## config.mk

```make
export PLATFORM = sky130hd
export DESIGN_NAME = sequence_gen
export DESIGN_NICKNAME = d
export VERILOG_FILES = /design/src/rtl/seq_pkg.sv /design/src/rtl/seq_slot_cnt.sv /design/src/rtl/sequence_gen.sv
export SDC_FILE = /design/constraint.sdc
export NUM_CORES = 1
export LEC_CHECK = 0
export ABC_AREA = 1
export CORE_MARGIN = 5
export CORE_UTILIZATION = 45
export CTS_CLUSTER_SIZE = 24
export DETAILED_ROUTE_END_ITERATION = 8
export PLACE_DENSITY = 0.7
export SLEW_MARGIN = 20
export SYNTH_ARGS = -nofsm -noshare
export SYNTH_HDL_FRONTEND = slang
export SYNTH_HIERARCHICAL = 1
export SYNTH_SLANG_ARGS = --single-unit
```

## constraint.sdc

```tcl
create_clock -name clk -period 2 [get_ports clk]
set_input_delay 0.2 -clock clk [delete_from_list [all_inputs] [get_ports clk]]
set_output_delay 0.2 -clock clk [all_outputs]
set_load 0.01 [all_outputs]
```

## src/rtl/seq_pkg.sv

```systemverilog
// Shared constants and types for the serial frame transmitter and its paired detector.
package seq_pkg;

    localparam int FRAME_W = 6;
    localparam logic [FRAME_W-1:0] IDLE_WORD_DEF = 6'b000000;
    localparam logic [FRAME_W-1:0] MATCH_WORD    = 6'b011100;

    typedef logic [FRAME_W-1:0] frame_t;

    localparam int SLOT_CNT_W = $clog2(FRAME_W);

    // Counter width for an arbitrary frame width; never narrower than one bit.
    function automatic int slot_cnt_width(input int w);
        return (w <= 2) ? 1 : $clog2(w);
    endfunction

endpackage

```

## src/rtl/seq_slot_cnt.sv

```systemverilog
// Free-running 0..W-1 slot counter shared by transmitter and detector so both
// sides agree on frame alignment from reset.
module seq_slot_cnt
    import seq_pkg::*;
#(
    parameter int W    = FRAME_W,
    parameter int CW   = slot_cnt_width(W)
) (
    input  logic          clk,
    input  logic          rst_n,
    output logic [CW-1:0] cnt,
    output logic          last
);

    assign last = (cnt == CW'(W - 1));

    always_ff @(posedge clk or negedge rst_n) begin
        if (!rst_n) begin
            cnt <= '0;
        end else if (last) begin
            cnt <= '0;
        end else begin
            cnt <= cnt + CW'(1);
        end
    end

endmodule

```

## src/rtl/sequence_gen.sv

```systemverilog
// Serial frame transmitter: one-entry holding buffer feeding a W-bit shift register.
// Bit order is MSB-first unless SEQ_TX_LSB_FIRST_EN is defined (then LSB-first).
module sequence_gen
    import seq_pkg::*;
#(
    parameter int           W         = FRAME_W,
    parameter logic [W-1:0] IDLE_WORD = W'(IDLE_WORD_DEF)
) (
    input  logic         clk,
    input  logic         rst_n,
    input  logic         in_valid,
    output logic         in_ready,
    input  logic [W-1:0] in_data,
    output logic         data_out,
    output logic         frame_start,
    output logic         underrun
);

    localparam int CW = slot_cnt_width(W);

    logic [CW-1:0] cnt;
    logic          last;
    logic [W-1:0]  sreg;
    logic [W-1:0]  hold_data;
    logic          hold_valid;
    logic          accept;
    logic          hold_we;
    logic [W-1:0]  load_word;
    logic          load_idle;

`ifdef SEQ_TX_LSB_FIRST_EN
    function automatic logic [W-1:0] shift_next(input logic [W-1:0] s);
        return {1'b0, s[W-1:1]};
    endfunction

    assign data_out = sreg[0];
`else
    function automatic logic [W-1:0] shift_next(input logic [W-1:0] s);
        return {s[W-2:0], 1'b0};
    endfunction

    assign data_out = sreg[W-1];
`endif

    seq_slot_cnt #(
        .W  (W),
        .CW (CW)
    ) u_slot_cnt (
        .clk   (clk),
        .rst_n (rst_n),
        .cnt   (cnt),
        .last  (last)
    );

    assign frame_start = (cnt == '0);
    assign in_ready    = !hold_valid || last;
    assign accept      = in_valid && in_ready;

    // At a boundary with a held word, a new accept refills hold behind it.
    assign hold_we = accept && (!last || hold_valid);

    always_comb begin
        load_word = IDLE_WORD;
        load_idle = 1'b0;
        if (hold_valid) begin
            load_word = hold_data;
        end else if (accept) begin
            load_word = in_data;
        end else begin
            load_idle = 1'b1;
        end
    end

    always_ff @(posedge clk or negedge rst_n) begin
        if (!rst_n) begin
            hold_valid <= 1'b0;
            underrun   <= 1'b0;
        end else begin
            underrun <= last && load_idle;
            if (last) begin
                hold_valid <= hold_valid && accept;
            end else if (accept) begin
                hold_valid <= 1'b1;
            end
        end
    end

    always_ff @(posedge clk or negedge rst_n) begin
        if (!rst_n) begin
            sreg <= IDLE_WORD;
        end else if (last) begin
            sreg <= load_word;
        end else begin
            sreg <= shift_next(sreg);
        end
    end

    // Hold contents are only meaningful while hold_valid is set, so no reset.
    always_ff @(posedge clk) begin
        if (hold_we) begin
            hold_data <= in_data;
        end
    end

endmodule

```

== Word-level counts from Yosys, hierarchy flattened ==
Cells that the tools add are included.
W data, S select, Z words.

* Bits in registers: 17
* Input port bits: 9
* Output and inout bits: 4
* Logic and storage cells: 25

* Add/subtract/negate cells: 1
* Equality and inequality tests: 1
* Mux-type cells: 8
* Reduce and logical (&&, ||, !) cells: 10

{| class="wikitable"
|+ Operators with widths
! operator !! number
|-
| $mux W6 || 3
|-
| $logic_and A1 B1 Y1 || 4
|-
| $mux W1 || 4
|-
| $add A3 B1 Y3 const B || 1
|-
| $eq A3 B3 Y1 const B || 1
|-
| $logic_not A3 Y1 || 1
|-
| $mux W3 || 1
|-
| $logic_not A1 Y1 || 2
|-
| $logic_or A1 B1 Y1 || 2
|-
| $reduce_bool A2 Y1 || 1
|}

== Longest topological paths before layout ==
Gate-level depths: netlist (run 1).

* Word-level depth: 6
* Mapped depth: 6

== Modules after synthesis ==
The synthesis (run 1) kept the hierarchy.

{| class="wikitable"
|+ By module, submodules not included
! module !! times used !! cells an instance !! area each (um2) !! sequential area each (um2)
|-
| sequence_gen || 1 || 58 || 593.1 || 380.4
|-
| seq_slot_cnt || 1 || 14 || 120.1 || 75.1
|}

== Worst setup path after synthesis (run 1) ==
Ideal clock, no wire load.

* Path kind: reg2reg
* Start point: register u_slot_cnt.cnt[0]
* End point: register hold_data[0] (enable)
* Library setup time: 0.350 ns
* Data arrival time: 1.378 ns
* Data required time: 1.650 ns
* Slack: 0.272 ns
* Cell stages (with the launch flop): 7
* Period minus slack after synthesis: 1.728 ns
* Cells stage by stage: dfrtp_1 -> nand2_1 -> nor2_1 -> inv_4 -> nand2_2 -> nand2_1 -> nor2_1

* Longest elaborated chain between the ends: 4
* Elaborated cells between the ends (all ways): 6

{| class="wikitable"
|+ RTL lines
! what !! RTL line !! text
|-
| start: declaration || seq_slot_cnt.sv:11 || <nowiki>output logic [CW-1:0] cnt,</nowiki>
|-
| start signal: assignment || seq_slot_cnt.sv:23 || <nowiki>cnt <= cnt + CW'(1);</nowiki>
|-
| $eq A3 B3 Y1 || seq_slot_cnt.sv:15 || <nowiki>assign last = (cnt == CW'(W - 1));</nowiki>
|-
| net last || sequence_gen.sv:22 || <nowiki>logic last;</nowiki>
|-
| $logic_or A1 B1 Y1 || sequence_gen.sv:56 || <nowiki>assign in_ready = !hold_valid || last;</nowiki>
|-
| net in_ready || sequence_gen.sv:12 || <nowiki>output logic in_ready,</nowiki>
|-
| $logic_and A1 B1 Y1 || sequence_gen.sv:57 || <nowiki>assign accept = in_valid && in_ready;</nowiki>
|-
| $logic_and A1 B1 Y1 || sequence_gen.sv:60 || <nowiki>assign hold_we = accept && (!last || hold_valid);</nowiki>
|-
| net hold_we || sequence_gen.sv:27 || <nowiki>logic hold_we;</nowiki>
|-
| end signal: assignment || sequence_gen.sv:101 || <nowiki>hold_data <= in_data;</nowiki>
|-
| end: declaration || sequence_gen.sv:24 || <nowiki>logic [W-1:0] hold_data;</nowiki>
|}

The timed path passes the listed nets, and every way through them passes these cells.
A chain may end at the register's enable or synchronous reset.

== Final worst setup path (run 1) ==
* Start point: register u_slot_cnt.cnt[0]
* End point: output port in_ready

* Longest elaborated chain between the ends: 2

{| class="wikitable"
|+ RTL lines
! what !! RTL line
|-
| $eq A3 B3 Y1 || seq_slot_cnt.sv:15
|-
| net last || sequence_gen.sv:22
|-
| $logic_or A1 B1 Y1 || sequence_gen.sv:56
|-
| end: declaration || sequence_gen.sv:12
|}

The timed path passes the listed nets, and every way through them passes these cells.

==> impl_metrics.ini, run 1 <==
[status]
status = complete, no violations

[yosys]
ys_ff_latch = 17
synth.most_common_cell = nand2_1
synthDistinctLibCells = 14
yosys_warnings = 6
yosys_most_used_dff = dfrtp_1
synthDominantCellAreaShare = 0.386
syn_inst = 72
yosys.area.top_type = dfrtp_1
synth_common_cells = 24 x nand2_1, 11 x dfrtp_1, 11 x nand3_1, 8 x inv_1, 6 x edfxtp_1
async_flop_share = 0.647
ys_seq_area_frac = 0.639
syn_nets = 81
synth.avg_cell_area_um2 = 9.91
synth_edf_count = 6
synth_area_leaders = dfrtp_1 39%, edfxtp_1 25%, nand2_1 13%
synth_area_um2 = 713

[floorplan]
rows = 14
fp.dieArea_um2 = 2480
ios = 13
die_h_um = 49.8
coreArea_um2 = 1510
start_util = 0.473
die_w_um = 49.8

[place]
placement.io_buffers = 12
gp_congestion = 0.721
hpwl_um = 895

[power_and_ir_drop]
pwr-share-clk = 0.304
p_leak_nw = 0.438
cellPowerDensity_nw_per_um2 = 665
p_seq_frac = 0.632
p_int_mw = 0.467
peakVddDrop_mv = 0.467
p_sw_mw = 0.126
swShare = 0.213
comb_power_share = 0.064

[clock_tree]
path_clk_slew_ns = 0.09
insertion_delay_ns = 0.29
htree_levels = 1
clk_path_buf_depth = 2
cts.sinks = 17
cts_hold_buf = 0
cts_tree = yes
cts_buffers = 3
root_buffer = clkbuf_4

[sta]
tightest_slew_ns = 0.471
finalCritPeriodShare = 0.937
final-setup-viol-count = 0
slew_violations = 0
rsz0062_at_grt = false
max_freq_mhz = 534
slew_headroom = 0.685
hold_viol = 0
period_needed_ns = 1.87
clock_skew_ns = 0.00373
setup-tns-final_ns = 0

[worst_hold_path]
hold_class = input port to asynchronous set/reset pin

[setup_path]
crit_path_end_kind = output pin
cp_max_fo = 9
crit_path_start_kind = register
cp.arrival_ns = 1.67
crit_type = register to output pin
cp.required_ns = 1.80

[layout]
antenna_cells = 0
multi_input_comb_area_um2 = 219
drive_gt1_frac = 0.114
ff_latch_area_um2 = 455
finish.utilization = 0.592
fillers = 146
nets = 98
syn2layout_area_growth_pct = 25.1

[global_routing]
grt_usage = 0.115
grt_pass1_wl_um = 2140
grt_pass1_vias = 495
grt_max_degree = 12
antenna_found_initial = 0
grt_overflow_total = 0

[drt]
routedWlPerCell_um = 11.2
drt.antenna.violating_nets = 0
wirelength_um = 1160
viasPerCell = 4.82
num_vias = 501
drt_iter0_drc = 8
firstDrtPassIters = 4
route.detailed.drc = 0

[run]
maxCapViolations = 0
## layout make-up
class	instances	share of cell area
clock buffer	4	0.0295
tap	16	0.0224
timing repair buffer	14	0.151
inverter	9	0.0407
multi-input combinational	44	0.245
sequential	17	0.511
## path summary, 6_finish.rpt
check	endpoint	cells past startpoint	start	slack, ns
setup / recovery	in_ready	5	u_slot_cnt/cnt[0]	0.13
hold / removal	sreg[1]	1	rst_n	0.23
setup reg to reg	hold_data[5]	6	u_slot_cnt/cnt[0]	0.40
hold reg to reg	sreg[3]	2	sreg[2]	0.48
max in group asynchronous	sreg[4]	1	rst_n	1.45
min in group clk	sreg[3]	2	sreg[2]	0.48
## power groups by stage
| stage | Clock, mW | Combinational, mW | Sequential [mW] |
|---|---|---|---|
| after floorplan | 0 | 0.0159 | 0.378 |
| after global placement | 0 | 0.0385 | 0.382 |
| after detailed placement | 0 | 0.0388 | 0.382 |
| after CTS | 0.186 | 0.0388 | 0.375 |
| after global routing | 0.210 | 0.0428 | 0.376 |
| final | 0.180 | 0.0382 | 0.374 |
## cell families after synthesis
| group | count (synthesis) | share of synthesized area |
|---|---|---|
| buffers and inverters | 11 | 0.0649 |
| AOI/OAI and AO/OA | 1 | 0.00701 |
| and+or+nand+nor | 43 | 0.289 |
| DFF | 17 | 0.639 |
## critical path: stages (launching register included)
cell and delay [ns]:
dfrtp_1 0.41, nand2_1 0.13, nor2_4 0.13, inv_4 0.08
nand2_2 0.09, clkdlybuf4s50_1 0.55
## metrics by stage
step	worst slack [ns]	power, mW	cell area [um^2]	instances	hold slack [ns]
floorplan	0.272	0.393	713	72	-0.0956
global placement	0.384	0.420	858	100	0.465
detailed placement	0.306	0.421	858	100	0.463
CTS	0.00949	0.599	885	104	0.245
global route	0.0322	0.628	892	104	0.257
finish	0.127	0.593	892	104	0.226
## cells in the final DEF, fill, tap and decap left out
master / count
inv_4: 1
dfrtp_1: 11
clkdlybuf4s50_1: 12
o21ai_1: 1
inv_1: 8
nand3_1: 11
nor2_4: 1
edfxtp_1: 6
nand3b_1: 1
nand3_2: 1
nand2_2: 1
buf_4: 2
nand2_1: 24
clkbuf_4: 3
nor3_1: 2
clkbuf_1: 1
nor2_1: 1
nor2_8: 1
## sequential cells by signal, indices dropped and copies added (netlist names)
signal / flops
sreg: 6
hold_data: 6
underrun: 1
u_slot_cnt/cnt: 3
hold_valid: 1
## layer usage
metal  global-route usage  vias to the layer above  wire, um
li1                     -                      261         -
met1                0.132                      217       486
met2                0.178                       19       544
met3               0.0392                        4        91
met4               0.0786                        0        39
met5                    0                        -         0
## what timing repair did
item | CTS | global route
setup buffers | 0 | 0
setup endpoints to repair | 0 | 1
resized for setup | 0 | 2
No activity file was read; power rests on OpenSTA's default activity.
==> run 2: changes to the inputs <==
--- a/config.mk
+++ b/config.mk
@@ -7,10 +7,9 @@
 export LEC_CHECK = 0
 export ABC_AREA = 1
 export CORE_MARGIN = 5
-export CORE_UTILIZATION = 45
+export CORE_UTILIZATION = 25
 export CTS_CLUSTER_SIZE = 24
 export DETAILED_ROUTE_END_ITERATION = 8
-export PLACE_DENSITY = 0.7
 export SLEW_MARGIN = 20
 export SYNTH_ARGS = -nofsm -noshare
 export SYNTH_HDL_FRONTEND = slang
==> run 2 against run 1 <==
Worst hold slack worse by 0.00096 ns. Die area up 62%. Worst setup slack better by 0.015 ns. Final cell count up 15%. Final area up 2.5%. Clock-buffer cell count down 1. Power up 1.3%. Via count up 3.2%. Flip-flop and latch count unchanged. Fmax up 0.81%. Largest cell class unchanged.
==> impl_metrics.ini, run 2 (synthesized netlist as in run 1, its figures left out) <==
[power_and_ir_drop]
p_total_mw = 0.601
comb_power_share = 0.063
pwr-share-clk = 0.313
p_leak_nw = 0.445
cellPowerDensity_nw_per_um2 = 657
p_seq_frac = 0.624
p_sw_mw = 0.137
p_int_mw = 0.464
swShare = 0.229
peakVddDrop_mv = 0.236

[setup_path]
reg2reg_depth = 7
cp.required_ns = 1.80
cp_max_fo = 9
crit_path_start_kind = register
cp.arrival_ns = 1.66
slowest_stage = clkdlybuf4s50_1
crit_path_end_kind = output pin
ff2ff_setup_slack_ns = 0.59
crit_type = register to output pin
critPathMaxStageDelay_ns = 0.54
rr_endpoint = hold_data[1]
critical_path.cell_chain = nand2_1, nor2_2, inv_4, nand2_2, clkdlybuf4s50_1
rr_startpoint = u_slot_cnt/cnt[0]
crit_buf_inv = 2
path_delay_family = buffers and inverters

[sta]
hold_viol = 0
setup-tns-final_ns = 0
finalCritPeriodShare = 0.929
rsz0062_at_grt = false
final-setup-viol-count = 0
period_needed_ns = 1.86
clock_skew_ns = 0.0176
max_freq_mhz = 538
slew_headroom = 0.658
slew_violations = 0
post-route-worst-setup-slack_ns = 0.142
tightest_slew_ns = 0.511

[global_routing]
grt_max_degree = 12
antenna_found_initial = 0
grt_usage = 0.0784
grt_overflow_total = 0
grt_pass1_vias = 515
grt_pass1_wl_um = 2410

[layout]
nets = 99
final_common_cell = nand2_1
syn2layout_area_growth_pct = 28.2
drive_gt1_frac = 0.135
finish.utilization = 0.335
antenna_cells = 0
layout.cells.most_common_list = 24 x nand2_1, 12 x clkdlybuf4s50_1, 11 x nand3_1, 11 x dfrtp_1, 8 x inv_1
reg_top3 = hold_data: 6 flops, sreg: 6 flops, u_slot_cnt/cnt: 3 flops
fillers = 274

[clock_tree]
insertion_delay_ns = 0.30
path_clk_slew_ns = 0.11
htree_levels = 1
cts.sinks = 17
cts_hold_buf = 0
cts_tree = yes
clk_path_buf_depth = 2
root_buffer = clkbuf_4
cts_buffers = 3

[drt]
routedWlPerCell_um = 11.6
wirelength_um = 1390
viasPerCell = 4.31
num_vias = 517
route.detailed.drc = 0
drt.antenna.violating_nets = 0
drt_iter0_drc = 18
firstDrtPassIters = 4

[place]
placement.io_buffers = 12
gp_congestion = 0.735
hpwl_um = 969
post-place-ws_ns = 0.364

[floorplan]
die_h_um = 63.4
rows = 19
coreArea_um2 = 2730
fp.dieArea_um2 = 4020
start_util = 0.261
die_w_um = 63.4
ios = 13

[run]
maxCapViolations = 0

[status]
status = complete, no violations

[worst_hold_path]
hold_class = input port to asynchronous set/reset pin
## run 2: layout make-up
cell class,instances,area [um^2],share of cell area
multi-input combinational,44,214,0.234
clock buffer,3,22.5,0.0246
sequential,17,455,0.498
clock inverter,1,5.00,0.00547
inverter,9,36.3,0.0397
timing repair buffer,15,143,0.156
tap,31,38.8,0.0424
## run 2: metrics by stage
stage | hold WS [ns] | instances | cell area (um^2)
2_1_floorplan | -0.0956 | 72 | 713
3_3_place_gp | 0.460 | 115 | 877
3_5_place_dp | 0.461 | 115 | 877
4_1_cts | 0.246 | 119 | 905
5_1_grt | 0.268 | 120 | 915
6_report | 0.225 | 120 | 915
## run 2: worst max path at each step
stage | startpoint | endpoint | slack, ns | cells after the start
final | u_slot_cnt/cnt[0] | in_ready | 0.14 | 5
after global routing | u_slot_cnt/cnt[0] | in_ready | 0.02 | 5
after CTS | u_slot_cnt/cnt[0] | in_ready | 0.03 | 5
after detailed placement | u_slot_cnt/cnt[0] | in_ready | 0.36 | 5
after global placement | u_slot_cnt/cnt[0] | in_ready | 0.41 | 5
after floorplan | u_slot_cnt/cnt[0] | hold_data[0] | 0.27 | 6
## run 2: power by group through the flow
stage / clock network, mW / registers, mW / logic, mW
after floorplan: 0 / 0.378 / 0.0159
after global placement: 0 / 0.382 / 0.0384
after detailed placement: 0 / 0.382 / 0.0395
after CTS: 0.194 / 0.375 / 0.0396
after global routing: 0.209 / 0.376 / 0.0435
final: 0.188 / 0.375 / 0.0380
## run 2: routing by layer
layer  global-route usage  routed length (um)
met1               0.0991                 624
met2                0.109                 615
met3               0.0284                 106
met4               0.0545                  40
met5                    0                   0
## run 2: what timing repair did
action,in CTS,in global routing
endpoints found under the setup margin,0,1
resized for setup,0,1
setup buffers,0,1
## run 2: worst register-to-register path, stage by stage, from the launching register on
cell and delay, ns:
dfrtp_1 0.40, nand2_1 0.09, nor2_2 0.16, inv_4 0.10, nand2_2 0.09, nand2_1 0.06
nor2_1 0.09, buf_4 0.16
==> run 3: changes to the inputs <==
--- a/config.mk
+++ b/config.mk
@@ -7,9 +7,9 @@
 export LEC_CHECK = 0
 export ABC_AREA = 1
 export CORE_MARGIN = 5
-export CORE_UTILIZATION = 25
-export CTS_CLUSTER_SIZE = 24
+export CORE_UTILIZATION = 30
 export DETAILED_ROUTE_END_ITERATION = 8
+export DONT_BUFFER_PORTS = 1
 export SLEW_MARGIN = 20
 export SYNTH_ARGS = -nofsm -noshare
 export SYNTH_HDL_FRONTEND = slang
==> run 3 against run 2 <==
Clock-buffer cell count did not move. Power fell by 3.4%. First-iteration DRC count rose by 11%. Sequential power barely moved. Non-clock buffer count fell by 5. Core utilization rose by 5.1 points. Via count fell by 4.3%. Worst setup slack improved by 0.33 ns. Routed wire length fell by 2.5%. Combinational power fell by 26%. Highest routed layer unchanged.
==> impl_metrics.ini, run 3 (synthesized netlist as in run 1, its figures left out) <==
[run]
maxCapViolations = 0

[place]
placement.io_buffers = 0
hpwl_um = 917
gp_congestion = 0.750

[setup_path]
crit_buf_inv = 2
slowest_stage = dfrtp_1
critical_path.cell_chain = nand2_1, nor2_1, inv_4, nand2_2, nand2_1, nor2_1, buf_4
critPathMaxStageDelay_ns = 0.41
path_delay_family = simple AND/OR/NAND/NOR gates
crit_path_end_kind = register
crit_type = register to register
cp.arrival_ns = 1.55
cp.required_ns = 2.01
cp_max_fo = 9
crit_path_start_kind = register
ff2ff_setup_slack_ns = 0.47

[clock_tree]
post_cts_resized = 0
insertion_delay_ns = 0.29
clk_path_buf_depth = 2
cts_buffers = 3
root_buffer = clkbuf_4
cts_tree = yes
htree_levels = 1
path_clk_slew_ns = 0.10
cts.sinks = 17

[drt]
viasPerCell = 4.42
num_vias = 495
drt_iter0_drc = 20
firstDrtPassIters = 4
routedWlPerCell_um = 12.1
route.detailed.drc = 0
drt.antenna.violating_nets = 0
wirelength_um = 1350

[sta]
finalCritPeriodShare = 0.766
whs_ns = 0.0324
tightest_slew_ns = 0.492
period_needed_ns = 1.53
rsz0062_at_grt = false
slew_headroom = 0.671
slew_violations = 0
final-setup-viol-count = 0
setup-tns-final_ns = 0
hold_viol = 0
max_freq_mhz = 652
clock_skew_ns = 0.00495

[power_and_ir_drop]
cellPowerDensity_nw_per_um2 = 674
peakVddDrop_mv = 0.379
p_leak_nw = 0.430

[layout]
reg_top3 = hold_data: 6 flops, sreg: 6 flops, u_slot_cnt/cnt: 3 flops
drive_gt1_frac = 0.119
nets = 94
syn2layout_area_growth_pct = 20.7
final_common_cell = nand2_1
antenna_cells = 0
layout.cells.most_common_list = 24 x nand2_1, 11 x nand3_1, 11 x dfrtp_1, 8 x inv_1, 8 x dlygate4sd3_1

[floorplan]
fp.dieArea_um2 = 3450
die_h_um = 58.8
die_w_um = 58.8
ios = 13
coreArea_um2 = 2230
start_util = 0.319
rows = 17

[global_routing]
grt_pass1_wl_um = 2350
grt_overflow_total = 0
grt_pass1_vias = 541
grt_usage = 0.0935
antenna_found_initial = 0
grt_max_degree = 12

[worst_hold_path]
hold_class = input port to register

[status]
status = complete, no violations
## run 3: where the power goes
| group | total [mW] | switching (mW) | internal, mW |
|---|---|---|---|
| registers | 0.375 | 0.00631 | 0.369 |
| logic | 0.0282 | 0.0130 | 0.0152 |
| clock network | 0.177 | 0.103 | 0.0743 |
| total | 0.581 | 0.122 | 0.458 |
## run 3: final cells by class
class | instances | area, um^2
clock buffers | 3 | 22.5
clock inverters | 1 | 5.00
fillers | 240 | 1370
inverters | 9 | 36.3
multi-input cells | 44 | 211
flip-flops and latches | 17 | 455
well taps | 28 | 35.0
repair buffers | 10 | 95.1
## run 3: per-stage QoR
stage / cells / utilization / instance area [um^2] / worst slack, ns / power [mW]
2_1_floorplan: 72 / - / 713 / 0.272 / 0.393
3_3_place_gp: 100 / 0.337 / 753 / 0.490 / 0.394
3_5_place_dp: 100 / 0.337 / 753 / 0.458 / 0.395
4_1_cts: 112 / 0.385 / 861 / 0.443 / 0.594
5_1_grt: 112 / 0.385 / 861 / 0.278 / 0.615
6_report: 112 / 0.385 / 861 / 0.467 / 0.581
## run 3: timing repair
| action | 4_1_cts | 5_1_grt |
|---|---|---|
| setup buffers | 0 | 0 |
| hold buffers | 8 | 0 |
| hold endpoints to repair | 18 | 0 |
## run 3: path summary, 6_finish.rpt
kind / startpoint / endpoint / cells after the start
worst max-delay path: u_slot_cnt/cnt[0] / hold_data[0] / 7
worst min-delay path: in_valid / sreg[0] / 2
worst max register to register: u_slot_cnt/cnt[0] / hold_data[0] / 7
worst min register to register: sreg[3] / sreg[4] / 2
max in group asynchronous: rst_n / sreg[5] / 1
min in group asynchronous: rst_n / sreg[2] / 1
## run 3: routing by layer
metal	global-route usage	part of all wire
met1	0.105	0.41
met2	0.145	0.51
met3	0.0461	0.068
met4	0.0485	0.013
met5	0	0
